## src/rtl/tdm_mux8_tx_pkg.sv

```systemverilog
// Shared types and sizing constants for the 8-slot TDM transmitter.
package tdm_mux8_tx_pkg;

  localparam int NUM_SLOTS = 8;
  localparam int SEL_W     = 3;
  // Hold counter width covers HOLD up to 16 (counts 0..15).
  localparam int HOLD_W    = 4;

  typedef enum logic {
    IDLE = 1'b0,
    SEND = 1'b1
  } state_t;

endpackage

```

## src/rtl/tdm_mux8_tx_slot_counter.sv

```systemverilog
// Hold/slot counter: holds each select value for HOLD cycles, then advances.
module slot_counter
  import tdm_mux8_tx_pkg::*;
#(
  parameter int HOLD = 1
) (
  input  logic             clk,
  input  logic             rst_n,
  input  logic             i_clear,
  input  logic             i_en,
  output logic [SEL_W-1:0] o_sel,
  output logic             o_tc
);

  localparam logic [HOLD_W-1:0] LAST_HOLD = HOLD_W'(HOLD - 1);

  logic [HOLD_W-1:0] r_hold;
  logic [SEL_W-1:0]  r_sel;

  assign o_tc  = (r_hold == LAST_HOLD);
  assign o_sel = r_sel;

  // Select wraps 7 -> 0 naturally, which gives back-to-back frames for free.
  always_ff @(posedge clk or negedge rst_n) begin
    if (!rst_n) begin
      r_hold <= '0;
      r_sel  <= '0;
    end else if (i_clear) begin
      r_hold <= '0;
      r_sel  <= '0;
    end else if (i_en) begin
      if (o_tc) begin
        r_hold <= '0;
        r_sel  <= r_sel + 1'b1;
      end else begin
        r_hold <= r_hold + 1'b1;
      end
    end
  end

endmodule

```

## src/rtl/tdm_mux8_tx.sv

```systemverilog
// Serialises an 8-bit word onto a 1x8 demux: bit k is driven on D while S=k.
module tdm_mux8_tx
  import tdm_mux8_tx_pkg::*;
#(
  parameter int HOLD = 1
) (
  input  logic             clk,
  input  logic             rst_n,
  input  logic             start,
  input  logic [7:0]       din,
  output logic             D,
  output logic [SEL_W-1:0] S,
  output logic             valid,
  output logic             busy,
  output logic             done
);

  state_t           r_state;
  logic [7:0]       r_shadow;
  logic             w_send;
  logic             w_idle_start;
  logic             w_load;
  logic             w_tc;
  logic [SEL_W-1:0] w_sel;

  assign w_send       = (r_state == SEND);
  assign w_idle_start = !w_send && start;
  assign w_load       = w_idle_start || (done && start);

  slot_counter #(
    .HOLD(HOLD)
  ) u_slot_counter (
    .clk    (clk),
    .rst_n  (rst_n),
    .i_clear(w_idle_start),
    .i_en   (w_send),
    .o_sel  (w_sel),
    .o_tc   (w_tc)
  );

  assign done  = w_send && w_tc && (w_sel == SEL_W'(NUM_SLOTS - 1));
  assign D     = w_send && r_shadow[w_sel];
  assign S     = w_sel;
  assign valid = w_send;
  assign busy  = w_send;

  // Shadow only reloads from IDLE or on the done cycle, so din is free mid-frame.
  always_ff @(posedge clk or negedge rst_n) begin
    if (!rst_n) begin
      r_state  <= IDLE;
      r_shadow <= '0;
    end else begin
      if (w_load) begin
        r_shadow <= din;
      end
      if (w_idle_start) begin
        r_state <= SEND;
      end else if (done && !start) begin
        r_state <= IDLE;
      end
    end
  end

endmodule
```

## config.mk

```make
export PLATFORM = sky130hd
export DESIGN_NAME = tdm_mux8_tx
export DESIGN_NICKNAME = d
export VERILOG_FILES = /design/src/rtl/tdm_mux8_tx_pkg.sv /design/src/rtl/tdm_mux8_tx_slot_counter.sv /design/src/rtl/tdm_mux8_tx.sv
export SDC_FILE = /design/constraint.sdc
export NUM_CORES = 1
export LEC_CHECK = 0
export ABC_AREA = 1
export CELL_PAD_IN_SITES_DETAIL_PLACEMENT = 1
export CELL_PAD_IN_SITES_GLOBAL_PLACEMENT = 1
export CORE_MARGIN = 8
export CORE_UTILIZATION = 38
export CTS_BUF_LIST = sky130_fd_sc_hd__clkbuf_16
export CTS_CLUSTER_DIAMETER = 150
export DETAILED_ROUTE_END_ITERATION = 8
export GPL_TIMING_DRIVEN = 0
export PLACE_DENSITY = 0.92
export SYNTH_ARGS = -nofsm -noshare
export SYNTH_HDL_FRONTEND = slang
export SYNTH_SLANG_ARGS = --single-unit
```

## constraint.sdc

```tcl
create_clock -name clk -period 2.65 [get_ports clk]
set_input_delay 0.795 -clock clk [delete_from_list [all_inputs] [get_ports clk]]
set_output_delay 0.795 -clock clk [all_outputs]
set_load 0.02 [all_outputs]
```

* Word-level counts from Yosys, hierarchy flattened
Cells that the tools add are included.
Storage, ports and cells: input bits 11, word-level logic and storage cells 32, output and inout bits 7, register bits after elaboration 16
Cells by class: add/sub/neg operators 2, order comparisons 1, eq/ne operators 1, multiplexer cells 10, reduce and logical (&&, ||, !) cells 14
Operators with widths (number):
- 4-bit two-way mux | 3
- 3-bit two-way mux | 3
- 1-bit logical AND | 6
- 2-bit nonzero test | 3
- 4-bit by 1-bit adder with 4-bit output, second input constant | 1
- 4-bit zero test | 1
- 3-bit by 4-bit < comparator with 1-bit output, second input constant | 1
- 3-bit by 1-bit adder with 3-bit output, second input constant | 1
- 1-bit binary-select mux with 3-bit select | 1
- 3-bit == test, second input constant | 1
- 1-bit two-way mux | 3
- 1-bit zero test | 2
- 2-bit AND reduction | 1
- 1-bit logical OR | 1

* Logic depth before layout (Yosys ltp)
Gate-level depths: netlist (run 1).
word-level depth 6, mapped depth 7, gate-level depth less buffers 7

* Modules after synthesis
From an unflattened synthesis (run 1), not the netlist that was laid out.
Second synthesis, totals: cell total of the unflattened synthesis 130, area total of the unflattened synthesis 962.2 µm²
By module, submodules not included:
- tdm_mux8_tx | seq. area each 225.2 µm², area each 544.3 µm², cells an instance 76, times used 1
- slot_counter | seq. area each 175.2 µm², area each 417.9 µm², cells an instance 54, times used 1

* Worst setup path after synthesis (run 1)
No wires, ideal clock.
path type register to output, start point reg u_slot_counter.r_sel[0], in the netlist u_slot_counter.o_sel[0], end point out done, data required time 1855 ps, path buffers 0, cell stages (with the launch flop) 5, arrival 1232 ps, path slack 623 ps, path through dfrtp_1 ha_1 ha_1 inv_1 nor2_1
On the way: longest elaborated chain between the ends 2
RTL lines:
- from (decl) | RTL line tdm_mux8_tx_slot_counter.sv:18 | logic [SEL_W-1:0] r_sel;
- from (signal assigned) | RTL line tdm_mux8_tx_slot_counter.sv:34 | r_sel <= r_sel + 1'b1;
- 3-bit == test | RTL line tdm_mux8_tx.sv:41 | assign done = w_send && w_tc && (w_sel == SEL_W'(NUM_SLOTS - 1));
- 1-bit logical AND | RTL line tdm_mux8_tx.sv:41
- to (decl) | RTL line tdm_mux8_tx.sv:15 | output logic done
No other way between the ends.

* Final worst setup path (run 1)
Ends and elaborated chain as after synthesis.

==> results of run 1 <==
## stage by stage
| stage | total power [W] | hold slack (ps) |
|---|---|---|
| after global routing | 0.00137 | 500 |
| after CTS | 0.00129 | 484 |
| after global placement | 0.000941 | 456 |
| after floorplan | 0.000754 | 435 |
| after detailed placement | 0.000979 | 463 |
| final | 0.00127 | 481 |
## worst min path at each step
stage                     start  depth (start not counted)  slack [ps]          end
global placement    r_shadow[1]                          2         460  r_shadow[1]
floorplan           r_shadow[1]                          2         430  r_shadow[1]
CTS                 r_shadow[5]                          2         480  r_shadow[5]
global route        r_shadow[3]                          2         500  r_shadow[3]
finish              r_shadow[3]                          2         480  r_shadow[3]
detailed placement  r_shadow[6]                          2         460  r_shadow[6]
## report_power, final
group	total, W	internal [W]	switching [W]
sequential	0.000423	0.000333	0.0000900
combinational	0.000560	0.000234	0.000326
clock	0.000291	0.000198	0.0000932
total	0.00127	0.000766	0.000509
## routing by layer
metal  GRT usage [%]  routed length, µm  up-vias  share of wire [%]
met2            23.2               1290       22                 53
met3            1.94                 82        8                3.4
met4            10.0                 95        0                3.9
met1            13.1                950      376                 39
li1                -                  -      375                  -
met5               0                  0        -                  0
## logic make-up (layout without fill, tap and decap cells)
logic type / after synthesis / in the layout / share of synthesized area, %
buf+inv: 17 / 37 / 8.87
compound gates: 6 / 6 / 5.09
simple gates: 63 / 63 / 31.7
xor+xnor: 2 / 2 / 2.04
flops: 16 / 16 / 46.5
fa+ha+maj: 4 / 4 / 5.81
## cell usage in the layout, fill, tap and decap left out, types with 2 or more instances in the layout
cell type and n:
dfrtp_1 15, nor2_1 6, clkdlybuf4s50_1 15, nand3_1 14
dlygate4sd2_1 2, inv_1 14, nand2_1 38, o21ai_0 5
clkbuf_16 3, ha_1 4
## what timing repair did
item | CTS | global route
hold buffers | 0 | 0
buffers inserted | 0 | 0
gates resized for setup | 3 | 0
endpoints found under the setup margin | 2 | 0
## sequential cells by signal, summed over array words and instances (netlist names)
signal	flops
busy	1
r_shadow	8
u_slot_counter.o_sel	3
u_slot_counter.r_hold	4
## worst min-delay path, cell delays in order (launching register included)
cell and delay [ps]:
dfrtp_1 340, nand2_1 50, nand2_1 50
## cell type report
type	instances	area share [%]
multi-input combinational	75	33.7
timing repair buffer	17	14.7
sequential	16	35.2
clock buffer	3	6.59
buffer	3	2.09
tap	28	3.07
inverter	14	4.61
==> impl_metrics.env, run 1 <==
export IMPL_die_y_um=63.6
export IMPL_nFillCells=268
export IMPL_crit_path_start_kind="flip-flop"
export IMPL_synth_common_cells="nand2_1, dfrtp_1, inv_1, nand3_1, nor2_1"
export IMPL_async_flop_share_pct=100
export IMPL_maxSlewHeadroom_pct=52.0
export IMPL_final_cells=156
export IMPL_synth_distinct_cells=18
export IMPL_cp_end_kind="output port"
export IMPL_endpoint="done"
export IMPL_seq_area_um2=402
export IMPL_crit_cells=5
export IMPL_synth_top_area_share_pct=46.5
export IMPL_die_area_mm2=0.00404
export IMPL_yosysSeqAreaShare_pct=46.5
export IMPL_avgSynthCellArea_um2=7.97
export IMPL_clk_pin_slew_worst_paths_ps=50
export IMPL_wire_per_inst_um=15.5
export IMPL_clk_path_buf_depth=2
export IMPL_critical_path_required_ps=1860
export IMPL_synth_most_common_cell="nand2_1"
export IMPL_finalCritPeriodShare_pct=91.5
export IMPL_cpMostUsedCell="ha_1"
export IMPL_pre_cts_ws_ps=183
export IMPL_track_usage_pct=12.9
export IMPL_slowest_stage="dfrtp_2"
export IMPL_drive_gt1_share_pct=8.59
export IMPL_fmax_mhz=412
export IMPL_setup_slack_ps=225
export IMPL_reg2reg_from="u_slot_counter.o_sel[1]"
export IMPL_critical_path_top_delay_family="flip-flops"
export IMPL_hold_viol_final=0
export IMPL_grt_max_degree=17
export IMPL_worst_r2r_endpoint="r_shadow[4]"
export IMPL_fin_util_pct=52.5
export IMPL_synth_enable_flop_cells=0
export IMPL_slew_viol_final=0
export IMPL_grt_setup_unrepaired="false"
export IMPL_path_buf_inv=2
export IMPL_drc=0
export IMPL_cts_buffers=3
export IMPL_place_hpwl_mm=1.65
export IMPL_reg2reg_slack_ps=1040
export IMPL_yosysWarnings=0
export IMPL_placementRows=17
export IMPL_min_path_type="reg2reg"
export IMPL_synth_area_um2=861
export IMPL_fin_area_mm2=0.00114
export IMPL_viasPerCell=5.01
export IMPL_overflow=0
export IMPL_yosys_area_top_type="dfrtp_1"
export IMPL_synthCells=108
export IMPL_multi_input_area_um2=384
export IMPL_vias=781
export IMPL_arrival_ps=1630
export IMPL_diodes=0
export IMPL_placed_cells=153
export IMPL_cp_max_fo=9
export IMPL_finalSetupTns_ps=0
export IMPL_clk_insertion_delay_late_ps=250
export IMPL_drt_total_wl_mm=2.41
export IMPL_power_density_mw_per_mm2=1120
export IMPL_status="finished clean"
export IMPL_die_x_um=63.6
export IMPL_maxCapViolations=0
export IMPL_drt_pass1_iter_count=4
export IMPL_yosys_top_cells_area="dfrtp_1, nand2_1, nand3_1, inv_1, ha_1"
export IMPL_antenna_found_initial=0
export IMPL_gp_congestion=0.789
export IMPL_finalSetupViolCount=0
export IMPL_core_area_mm2=0.00217
export IMPL_cts_sinks=16
export IMPL_crit_type="reg2out"
export IMPL_synth_nets=123
export IMPL_startpoint="u_slot_counter.o_sel[0]"
export IMPL_port_buffers=17
export IMPL_ys_seq_elements=16
export IMPL_placed_area_mm2=0.00107
export IMPL_cp_slowest_stage_delay_ps=470
export IMPL_drtAntennaViolNets=0
export IMPL_start_util_pct=39.7
export IMPL_htree_levels=1
export IMPL_io_pin_count=18
export IMPL_peakVddDrop_mv=0.752
export IMPL_cts_tree="done"
export IMPL_dr_first_iter_drc_count=8
export IMPL_area_growth_pct=32.4
export IMPL_root_buffer="clkbuf_16"
export IMPL_grt_first_pass_wirelength_mm=4.15
export IMPL_worst_pin_slew_ps=718
export IMPL_synth_main_ff_cell="dfrtp_1"
export IMPL_period_needed_ps=2430
export IMPL_path_cells="ha_1 -> ha_1 -> inv_1 -> nor2_1 -> dlygate4sd2_1"
export IMPL_grt_pass1_vias=883
export IMPL_skew_ps=2.60
export IMPL_leakagePower_nw=0.589
export IMPL_fin_nets=145
export IMPL_reg2reg_depth=7
Note: power is estimated with default switching activity, not from simulation.
==> inputs of run 2 (changes only) <==
Settings changed: PLACE_DENSITY 0.92 to not set, PLACE_DENSITY_LB_ADDON set to 0.1.
==> run 2 against run 1 <==
Compared with the run above:
- cell count up 0.64%
- design area is 0.66% higher
- first-iteration DRC count grew to 3.5 times the previous value
- maximum frequency increased by 1.4%
- clock skew grew 2.3 ps
- critical path type unchanged
- sequential cell count did not move
==> impl_metrics.env, run 2 (same netlist as run 1, synthesis figures left out) <==
export IMPL_diodes=0
export IMPL_skew_ps=4.87
export IMPL_finalSetupTns_ps=0
export IMPL_cp_end_kind="output port"
export IMPL_nFillCells=287
export IMPL_die_y_um=63.6
export IMPL_final_common_cell="nand2_1"
export IMPL_grt_setup_unrepaired="false"
export IMPL_fmax_mhz=418
export IMPL_antenna_found_initial=0
export IMPL_slew_viol_final=0
export IMPL_clk_path_buf_depth=2
export IMPL_largest_register="r_shadow"
export IMPL_reg2reg_from="u_slot_counter.o_sel[1]"
export IMPL_status="finished clean"
export IMPL_crit_path_start_kind="flip-flop"
export IMPL_drive_gt1_share_pct=8.53
export IMPL_leakagePower_nw=0.599
export IMPL_endpoint="done"
export IMPL_startpoint="u_slot_counter.o_sel[0]"
export IMPL_routed_top_layer="met4"
export IMPL_grt_first_pass_wirelength_mm=3.38
export IMPL_htree_levels=1
export IMPL_path_buf_inv=2
export IMPL_cp_max_fo=9
export IMPL_area_growth_pct=33.3
export IMPL_critical_path_top_delay_family="flip-flops"
export IMPL_met2_length_um=896
export IMPL_p_int_w=0.000776
export IMPL_post_cts_buffers=0
export IMPL_dr_first_iter_drc_count=28
export IMPL_overflow=0
export IMPL_grt_pass1_vias=795
export IMPL_finalSetupViolCount=0
export IMPL_multi_input_area_um2=384
export IMPL_cts_tree="done"
export IMPL_drc=0
export IMPL_reg2reg_slack_ps=1130
export IMPL_start_util_pct=39.7
export IMPL_switching_share_pct=37.4
export IMPL_viasPerCell=4.72
export IMPL_placed_cells=153
export IMPL_final_cell_mix="nand2_1, dfrtp_1, clkdlybuf4s50_1"
export IMPL_grt_max_degree=17
export IMPL_wl_met3_um=114
export IMPL_track_usage_pct=10.6
export IMPL_cts_hold_fix_buffers=0
export IMPL_root_buffer="clkbuf_16"
export IMPL_placementRows=17
export IMPL_design_power_total_w=0.00124
export IMPL_p_sw_w=0.000463
export IMPL_cts_buffers=3
export IMPL_period_needed_ps=2390
export IMPL_slowest_stage="dfrtp_2"
export IMPL_power_density_mw_per_mm2=1080
export IMPL_combPwrFrac_pct=43.2
export IMPL_place_hpwl_mm=1.47
export IMPL_wire_per_inst_um=12.4
export IMPL_cp_slowest_stage_delay_ps=460
export IMPL_drtAntennaViolNets=0
export IMPL_clk_pin_slew_worst_paths_ps=50
export IMPL_final_cells=157
export IMPL_crit_cells=5
export IMPL_fin_nets=145
export IMPL_arrival_ps=1600
export IMPL_port_buffers=17
export IMPL_largest_register_ffs=8
export IMPL_crit_type="reg2out"
export IMPL_worst_pin_slew_ps=723
export IMPL_cpMostUsedCell="ha_1"
export IMPL_hold_viol_final=0
export IMPL_critical_path_required_ps=1860
export IMPL_path_cells="ha_1 -> ha_1 -> inv_1 -> nor2_1 -> dlygate4sd2_1"
export IMPL_die_area_mm2=0.00404
export IMPL_wl_met1_um=880
export IMPL_gp_congestion=0.742
export IMPL_vias=741
export IMPL_peakVddDrop_mv=0.470
export IMPL_reg2reg_depth=7
export IMPL_maxSlewHeadroom_pct=51.6
export IMPL_min_path_type="reg2reg"
export IMPL_maxCapViolations=0
export IMPL_die_x_um=63.6
export IMPL_io_pin_count=18
export IMPL_pwr_share_clk_pct=23.6
export IMPL_drt_pass1_iter_count=4
export IMPL_clk_insertion_delay_late_ps=250
export IMPL_finalCritPeriodShare_pct=90.2
export IMPL_cts_sinks=16
export IMPL_worst_r2r_endpoint="r_shadow[0]"
export IMPL_pwr_share_seq_pct=33.2
export IMPL_seq_area_um2=402
export IMPL_core_area_mm2=0.00217
export IMPL_drt_total_wl_mm=1.94
==> run 2: worst min-delay path by stage <==
stage	from	endpoint	slack (ps)	cells after the start
after floorplan	r_shadow[1]	r_shadow[1]	430	2
after CTS	r_shadow[1]	r_shadow[1]	470	2
after detailed placement	r_shadow[1]	r_shadow[1]	460	2
after global placement	r_shadow[3]	r_shadow[3]	460	2
after global routing	r_shadow[1]	r_shadow[1]	490	2
final	r_shadow[1]	r_shadow[1]	470	2
==> run 2: final cells by class <==
type | instances | area share [%]
clock inverter | 1 | 0.327
buffer | 3 | 2.07
clock buffer | 3 | 6.54
tap | 28 | 3.05
inverter | 14 | 4.58
timing repair buffer | 17 | 14.9
multi-input combinational | 75 | 33.5
sequential | 16 | 35.0
==> run 2: metrics by stage <==
step	util (%)	instance area [µm²]	hold slack, ps	worst slack (ps)
global route	52.9	1150	485	206
detailed placement	49.1	1070	457	207
finish	52.9	1150	465	259
global placement	49.1	1070	458	246
floorplan	-	861	435	623
CTS	52.8	1140	469	23.5
==> run 2: power by group through the flow <==
| stage | combinational (W) | sequential (W) | clock (W) |
|---|---|---|---|
| final | 0.000536 | 0.000411 | 0.000293 |
| after global routing | 0.000615 | 0.000426 | 0.000311 |
| after detailed placement | 0.000552 | 0.000415 | 0 |
| after floorplan | 0.000326 | 0.000428 | 0 |
| after global placement | 0.000536 | 0.000412 | 0 |
| after CTS | 0.000552 | 0.000415 | 0.000303 |
==> run 2: timing repair <==
action,in CTS,in global routing
resized for setup,2,1
gates cloned,0,0
setup endpoints to repair,2,1
pin swaps,0,0
==> run 2: per-layer routing <==
metal / vias to the layer above / global-route usage (%)
met5: - / 0
met4: 0 / 6.69
met3: 5 / 3.53
met2: 17 / 16.7
met1: 344 / 11.9
li1: 375 / -
==> run 2: worst reg2reg max path, stage by stage, from the launching register on <==
cell	delay, ps
dfrtp_1	450
ha_1	190
ha_1	150
inv_1	80
o21bai_4	290
nand2_4	130
nand2_1	80
nand2_1	50
==> inputs of run 3 (changes only) <==
Settings changed: PLACE_DENSITY set to 0.89, PLACE_DENSITY_LB_ADDON 0.1 to not set.
==> run 3 against run 2 <==
Compared with the run above:
- total power increased by 2.6%
- via count up 4.5%
- register-to-register slack lost 120 ps
- sequential power grew 1%
- count of clock-buffer cells in the layout unchanged
- die area unchanged
- setup slack worse by 69 ps
==> impl_metrics.env, run 3 (same netlist as run 1, synthesis figures left out) <==
export IMPL_status="finished clean"
export IMPL_finalCritPeriodShare_pct=92.8
export IMPL_clk_path_buf_depth=2
export IMPL_htree_levels=1
export IMPL_critical_path_required_ps=1860
export IMPL_drtAntennaViolNets=0
export IMPL_crit_type="reg2out"
export IMPL_diodes=0
export IMPL_largest_register="r_shadow"
export IMPL_io_pin_count=18
export IMPL_area_growth_pct=32.4
export IMPL_fin_nets=145
export IMPL_gp_congestion=0.816
export IMPL_grt_pass1_vias=900
export IMPL_leakagePower_nw=0.589
export IMPL_maxSlewHeadroom_pct=51.4
export IMPL_place_hpwl_mm=1.65
export IMPL_crit_path_start_kind="flip-flop"
export IMPL_skew_ps=1.22
export IMPL_grt_max_degree=17
export IMPL_placementRows=17
export IMPL_finalSetupTns_ps=0
export IMPL_p_sw_w=0.000504
export IMPL_placed_area_mm2=0.00107
export IMPL_final_common_cell="nand2_1"
export IMPL_switching_share_pct=39.6
export IMPL_cts_hold_fix_buffers=0
export IMPL_clk_pin_slew_worst_paths_ps=50
export IMPL_clk_insertion_delay_late_ps=240
export IMPL_multi_input_area_um2=384
export IMPL_die_x_um=63.6
export IMPL_track_usage_pct=12.8
export IMPL_p_int_w=0.000768
export IMPL_die_area_mm2=0.00404
export IMPL_period_needed_ps=2460
export IMPL_cts_buffers=3
export IMPL_hold_slack_ps=468
export IMPL_final_cell_mix="nand2_1, dfrtp_1, clkdlybuf4s50_1"
export IMPL_root_buffer="clkbuf_16"
export IMPL_hold_viol_final=0
export IMPL_overflow=0
export IMPL_nFillCells=274
export IMPL_worst_pin_slew_ps=726
export IMPL_pwr_share_clk_pct=22.6
export IMPL_vias=774
export IMPL_cts_sinks=16
export IMPL_peakVddDrop_mv=0.503
export IMPL_die_y_um=63.6
export IMPL_combPwrFrac_pct=44.6
export IMPL_arrival_ps=1670
export IMPL_finalSetupViolCount=0
export IMPL_fin_util_pct=52.5
export IMPL_drc=0
export IMPL_seq_area_um2=402
export IMPL_cp_end_kind="output port"
export IMPL_port_buffers=17
export IMPL_fmax_mhz=407
export IMPL_grt_first_pass_wirelength_mm=4.17
export IMPL_viasPerCell=4.96
export IMPL_largest_register_ffs=8
export IMPL_cp_max_fo=3
export IMPL_wire_per_inst_um=15.9
export IMPL_min_path_type="reg2reg"
export IMPL_drt_total_wl_mm=2.48
export IMPL_drive_gt1_share_pct=8.59
export IMPL_maxCapViolations=0
export IMPL_dr_first_iter_drc_count=10
export IMPL_grt_setup_unrepaired="false"
export IMPL_fin_area_mm2=0.00114
export IMPL_pwr_share_seq_pct=32.8
export IMPL_power_density_mw_per_mm2=1120
export IMPL_antenna_found_initial=0
export IMPL_start_util_pct=39.7
export IMPL_core_area_mm2=0.00217
export IMPL_slew_viol_final=0
export IMPL_drt_pass1_iter_count=4
export IMPL_cts_tree="done"
-- run 3: worst paths after layout --
check                                         start  cells past startpoint                       end  slack, ps
max                        u_slot_counter.r_hold[1]                      7                      done        190
max reg2reg                 u_slot_counter.o_sel[1]                      7               r_shadow[6]       1010
min in group asynchronous                     rst_n                      1  u_slot_counter.r_hold[2]        990
max in group asynchronous                     rst_n                      1   u_slot_counter.o_sel[0]       1160
min reg2reg                             r_shadow[2]                      2               r_shadow[2]        470
min                                     r_shadow[2]                      2               r_shadow[2]        470
-- run 3: area by class of cell --
cell class	instances	share of cell area, %
Tap cell	28	3.07
Timing Repair Buffer	17	14.7
Clock buffer	3	6.59
Multi-Input combinational cell	75	33.7
Buffer	3	2.09
Sequential cell	16	35.2
Inverter	14	4.61
-- run 3: routing by layer --
metal | wire length [µm] | global-route usage, % | share of wire (%) | vias up
met5 | 0 | 0 | 0 | -
met4 | 54 | 7.24 | 2.2 | 0
met3 | 80 | 2.30 | 3.2 | 4
met2 | 1330 | 23.8 | 54 | 17
met1 | 1010 | 13.1 | 41 | 378
li1 | - | - | - | 375
-- run 3: timing repair --
item / CTS / global route
endpoints found under the setup margin: 2 / 0
gates resized for setup: 3 / 0
setup buffers: 0 / 0
-- run 3: power groups by stage --
stage          clock network, W  logic, W  registers, W
6_report               0.000288  0.000567      0.000417
5_1_grt                0.000298  0.000633      0.000429
3_5_place_dp                  0  0.000567      0.000415
3_3_place_gp                  0  0.000530      0.000410
2_1_floorplan                 0  0.000326      0.000428
4_1_cts                0.000290  0.000576      0.000417
-- run 3: per-stage QoR --
step | power [W] | setup slack [ps] | cells
final | 0.00127 | 190 | 156
after global routing | 0.00136 | 124 | 156
after CTS | 0.00128 | 193 | 156
after detailed placement | 0.000982 | 200 | 153
after global placement | 0.000940 | 256 | 153
after floorplan | 0.000754 | 623 | 108
-- run 3: worst max-delay path, cell delays in order, from the launching register on --
cell and delay, ps:
dfrtp_1 400, inv_1 100, ha_1 180, nand2_2 100, inv_1 120, nand2_1 90, nor2_1 90, dlygate4sd2_1 340
